[src/rtl/aes_round_sequencer.sv]
// aes_round_sequencer: AES round-step sequencer driving a shared datapath through
// key expansion, initial AddRoundKey, NR rounds (encrypt or decrypt order) and DONE.
module aes_round_sequencer #(
    parameter int KEY_EXP_CYCLES = 24,
    parameter int MIX_COLS       = 4
) (
    input  logic       clk,
    input  logic       rst_n,
    input  logic       aes_start_i,
    input  logic       decrypt_i,
    input  logic [1:0] key_size_i,
    output logic [1:0] select_o,
    output logic [2:0] col_o,
    output logic [3:0] round_o,
    output logic [3:0] key_idx_o,
    output logic       key_en_o,
    output logic       st_en_o,
    output logic       busy_o,
    output logic       aes_done_o
);
    typedef enum logic [2:0] {IDLE, KEYEXP, ARK_INIT, SUB, SHIFT, MIX, ADDK, DONE} state_e;
    localparam logic [5:0] CNT_END = 6'(KEY_EXP_CYCLES - 1);
    localparam logic [2:0] COL_END = 3'(MIX_COLS - 1);
    state_e     state_q, state_d;
    logic [5:0] cnt_q, cnt_d;
    logic [2:0] col_q, col_d;
    logic [3:0] round_q, round_d, nr_q, nr_d;
    logic       last_q, last_d, dec_q, dec_d;
    logic       busy_st;
    always_ff @(posedge clk or negedge rst_n) begin
        if (!rst_n) begin
            state_q <= IDLE;
            cnt_q   <= '0;
            col_q   <= '0;
            round_q <= '0;
            nr_q    <= '0;
            last_q  <= 1'b0;
            dec_q   <= 1'b0;
        end else begin
            state_q <= state_d;
            cnt_q   <= cnt_d;
            col_q   <= col_d;
            round_q <= round_d;
            nr_q    <= nr_d;
            last_q  <= last_d;
            dec_q   <= dec_d;
        end
    end
    assign busy_st = state_q != IDLE && state_q != DONE;
    always_comb begin
        state_d = state_q;
        cnt_d   = cnt_q;
        col_d   = col_q;
        round_d = round_q;
        nr_d    = nr_q;
        dec_d   = dec_q;
        case (state_q)
            IDLE: begin
                cnt_d   = '0;
                col_d   = '0;
                round_d = '0;
                if (aes_start_i) begin
                    state_d = KEYEXP;
                    dec_d   = decrypt_i;
                    nr_d    = key_size_i == 2'b01 ? 4'd12 : key_size_i == 2'b10 ? 4'd14 : 4'd10;
                end
            end
            KEYEXP: begin
                cnt_d = cnt_q + 6'd1;
                if (cnt_q == CNT_END) begin
                    state_d = ARK_INIT;
                    cnt_d   = '0;
                end
            end
            ARK_INIT: begin
                state_d = dec_q ? SHIFT : SUB;
                round_d = 4'd1;
            end
            SUB:   state_d = dec_q ? ADDK : SHIFT;
            SHIFT: state_d = dec_q ? SUB : (last_q ? ADDK : MIX);
            MIX: begin
                col_d = col_q + 3'd1;
                if (col_q == COL_END) begin
                    col_d   = '0;
                    state_d = dec_q ? SHIFT : ADDK;
                    round_d = round_q + 4'(dec_q);
                end
            end
            ADDK: begin
                state_d = last_q ? DONE : (dec_q ? MIX : SUB);
                round_d = last_q ? round_q : round_q + 4'(!dec_q);
            end
            DONE: begin
                if (!aes_start_i) begin
                    state_d = IDLE;
                    round_d = '0;
                end
            end
            default: begin
                state_d = IDLE;
                cnt_d   = '0;
                col_d   = '0;
                round_d = '0;
            end
        endcase
        // Dropping the request in any busy state abandons the operation outright.
        if (busy_st && !aes_start_i) begin
            state_d = IDLE;
            cnt_d   = '0;
            col_d   = '0;
            round_d = '0;
        end
        last_d = round_d != 4'd0 && round_d == nr_d;
    end
    always_comb begin
        select_o   = state_q == SUB ? 2'b01 :
                     (state_q == ARK_INIT || state_q == ADDK) ? 2'b10 :
                     state_q == MIX ? 2'b11 : 2'b00;
        col_o      = col_q;
        round_o    = round_q;
        key_idx_o  = (state_q == IDLE || state_q == KEYEXP) ? 4'd0 :
                     dec_q ? nr_q - round_q : round_q;
        key_en_o   = state_q == KEYEXP;
        st_en_o    = busy_st && state_q != KEYEXP;
        busy_o     = busy_st;
        aes_done_o = state_q == DONE;
    end
endmodule

[config.mk]
export PLATFORM = sky130hd
export DESIGN_NAME = aes_round_sequencer
export DESIGN_NICKNAME = d
export VERILOG_FILES = /design/src/rtl/aes_round_sequencer.sv
export SDC_FILE = /design/constraint.sdc
export NUM_CORES = 1
export LEC_CHECK = 0
export CORE_MARGIN = 4
export CORE_UTILIZATION = 40
export CTS_CLUSTER_DIAMETER = 80
export DETAILED_ROUTE_END_ITERATION = 10
export GPL_ROUTABILITY_DRIVEN = 0
export PLACE_DENSITY = 0.72
export SYNTH_ARGS = -nofsm -noshare
export SYNTH_HDL_FRONTEND = slang
export SYNTH_SLANG_ARGS = --single-unit
[constraint.sdc]
create_clock -name clk -period 2.3 [get_ports clk]
set_clock_uncertainty 0.1 [all_clocks]
set_input_delay 0.46 -clock clk [delete_from_list [all_inputs] [get_ports clk]]
set_output_delay 0.46 -clock clk [all_outputs]
set_load 0.03 [all_outputs]
==> metrics.csv, run 1 <==
stage,metric,value,unit
run_status,outcome,"finished, violations left",
run_status,failing checks,negative setup slack,
setup_path,worst path bufs/invs,2,
synth,Simple-Gate Fraction of Synth Area,22.79,%
cts,Inserted Clock Buffers,3,
global_routing,initial antenna violation count,0,
die,die area,5778,µm²
sta,upper clock frequency limit,0.4202,GHz
pwr,total power,2.735,mW
die,# rows,24,
finish,Seq. cell area,553.0,µm²
detailed_routing,vias post-DR,1756,
detailed_routing,First DRT Iteration DRCs,197,
sta,post-route setup slack,-0.08002,ns
synth,mux contribution to synthesized area,2.569,%
setup_path,CP startpoint kind,register,
setup_path,cells along the critical path,"buf_4, fa_2, xor2_1, nor2_1, a21oi_1, nor2_2, buf_6",
die,Initial Util,41.92,%
die,core area,4414,µm²
setup_path,crit end category,output port,
synth,ys async rst share,100.0,%
pwr,PD cells,1148,nW/µm²
setup_path,Setup CP Type,reg -> out,
synth,Synth Area in XOR/XNOR,4.260,%
sta,RSZ-0062 raised after global routing,yes,
global_routing,vias in the first global route,1674,
detailed_routing,Final ANT Viol Nets,0,
flow_run,Max Cap Viol,0,
cts,Root Buffer,clkbuf_8,
synth,Main synth FF type,dfrtp_1,
cts,CTS Sinks,22,
detailed_routing,final WL,4.844,mm
synth,largest family of logic cells by synthesized area,compound AO/OA/AOI/OAI gates,
finish,fin cells,310,
finish,nets,276,
global_routing,global-route wire length before repair,8.369,mm
detailed_routing,Pre-antenna DRT Iters,4,
setup_path,FF-to-FF End,last_q,
setup_path,CP required,1.74,ns
synth,Mapped Nets,232,
synth,"Cell Area, Synth",1851,µm²
sta,Tcrit/Tclk final,103.5,%
place,# port buffers,22,
detailed_routing,routed len/inst,15.63,µm
finish,multi-input logic area,1227,µm²
finish,Fill cells,410,
pwr,P_leak,1.038,nW
cts,CTS tree,done,
synth,post-synthesis adder-cell area fraction,7.843,%
setup_path,worst r2r src,dec_q,
global_routing,GRT Total Usage,17.27,%
place,area post-placement,2251,µm²
pwr,Peak VDD IR,0.4827,mV
synth,library cells used by synthesis,58,
sta,Final Max Tran Viols,0,
finish,layout cells sized above 1,29.46,%
setup_path,Crit path depth,7,
setup_path,r2r setup slk,0.15,ns
finish,diode count,0,
setup_path,CP Max Fanout,8,
synth,post-synthesis sequential area ratio,29.75,%
global_routing,largest net degree at the start of global routing,23,
cts,maximum root-to-sink buffer count,2,
place,Inst Count DP,304,
synth,Yosys Warn Count,0,
setup_path,"slowest stage delay, CP",0.42,ns
synth,area fraction in compound gates after synthesis,25.56,%
setup_path,CP arrival,1.82,ns
min_path,Worst Hold Class,in -> async,
setup_path,R2R depth,9,
finish,"commonest non-fill, non-tap cell in the layout",buf_4,
sta,setup TNS,-0.1360,ns
place,dpl ws,-0.08615,ns
detailed_routing,drt drc,0,
sta,Least-Margin Pin Slew,0.5921,ns
synth,Syn Inst Count,215,
die,Die Wd,76.02,µm
sta,max_slew headroom,60.11,%
cts,Worst-Skew Late Latency,0.27,ns
synth,#FFs+latches synth,22,
finish,most frequent cells in the layout,"35 x buf_4, 20 x o21ai_0, 20 x dfrtp_1",
sta,Final Setup Violations,2,
sta,crit path time final,2.380,ns
cts,H-tree depth,1,
setup_path,CP Launch Point,round_o[1],
setup_path,Crit path max-delay family,flip-flops,
synth,"EDFF count, synth",0,
sta,hold violation total from the final report,0,
setup_path,crit path to,key_idx_o[2],
synth,Mean Syn Cell Area,8.607,µm²
setup_path,Worst path slowest cell,dfrtp_2,
cts,Clock transition at path regs,0.08,ns
finish,design area,2382,µm²
finish,area grow syn2layout,28.74,%
die,Ports,23,
detailed_routing,Via density,5.665,
die,die extent in y,76.02,µm
place,DP HPWL,3.621,mm
global_routing,Overflow after GRT,0,
metrics by stage:
stage	hold slack (ns)	util [%]
final	0.4293	53.97
after global routing	0.4550	53.97
after CTS	0.4343	53.09
after detailed placement	0.4189	50.99
after global placement	0.4050	50.99
after floorplan	0.06441	-
worst register-to-register path, cell delays in order, from the launching register on:
cell and delay, ns:
dfrtp_1 0.51, clkinv_1 0.14, ha_1 0.23, ha_1 0.18
nor2b_1 0.14, xnor2_1 0.13, a21oi_1 0.22, o21a_1 0.18
o211ai_1 0.09, nor4_2 0.15
cell usage after synthesis (5+ instances only):
master | count | area share, %
o21ai_0 | 22 | 6.0
nor2_1 | 15 | 3.0
dfrtp_1 | 22 | 30
nand3_1 | 8 | 2.2
nand2_1 | 18 | 3.7
inv_1 | 12 | 2.4
a21oi_1 | 8 | 2.2
ha_1 | 10 | 6.8
xnor2_1 | 5 | 2.4
buf_2 | 5 | 1.4
nor2b_1 | 5 | 1.7
report_power, final:
part | switching (mW) | internal, mW
Sequential | 0.102 | 0.470
Clock | 0.135 | 0.153
Combinational | 1.07 | 0.801
final cells by class:
type	count	area share, %
Clock buffer	4	2.311
Sequential cell	22	23.21
Multi-Input combinational cell	166	51.52
Tap cell	52	2.731
Timing Repair Buffer	51	17.86
Inverter	15	2.363
routing by layer:
metal	share of wire (%)	track usage (%)	vias up
met1	46	24.43	820
met4	1.9	4.093	0
met3	5.5	3.191	10
met5	0	0	-
met2	47	27.14	58
li1	-	-	868
sequential cells by signal (all words and copies together) (netlist names):
| signal | count |
|---|---|
| cnt_q | 6 |
| nr_q | 4 |
| round_o | 4 |
| col_o | 3 |
| state_q | 3 |
| dec_q | 1 |
| last_q | 1 |
how the worst min path moves through the flow:
stage | startpoint | endpoint | slack (ns) | cells after the start
global route | rst_n | state_q[1] | 0.46 | 2
floorplan | rst_n | cnt_q[0] | 0.06 | 0
CTS | cnt_q[3] | cnt_q[3] | 0.43 | 1
global placement | cnt_q[0] | cnt_q[0] | 0.40 | 1
detailed placement | cnt_q[1] | cnt_q[1] | 0.42 | 1
finish | rst_n | cnt_q[4] | 0.43 | 2
repair_timing:
action / CTS / global route
setup buffers: 2 / 0
endpoints found under the setup margin: 4 / 5
hold buffers: 0 / 0
pin swaps: 6 / 3
resized for setup: 8 / 10
logic make-up after synthesis:
family / Yosys count
AO/OA/AOI/OAI: 68
AND/OR/NAND/NOR: 74
flip-flops: 22
multiplexers: 4
adder cells (fa/ha/maj): 11
XOR/XNOR: 9
buffers and inverters: 27
No activity file was read; power rests on OpenSTA's default activity.
==> run 2: changes to the inputs <==
Settings changed: SLEW_MARGIN set to 20.
==> results of run 2 <==
No change in the layout: final DEF, timing and power equal those of run 1.
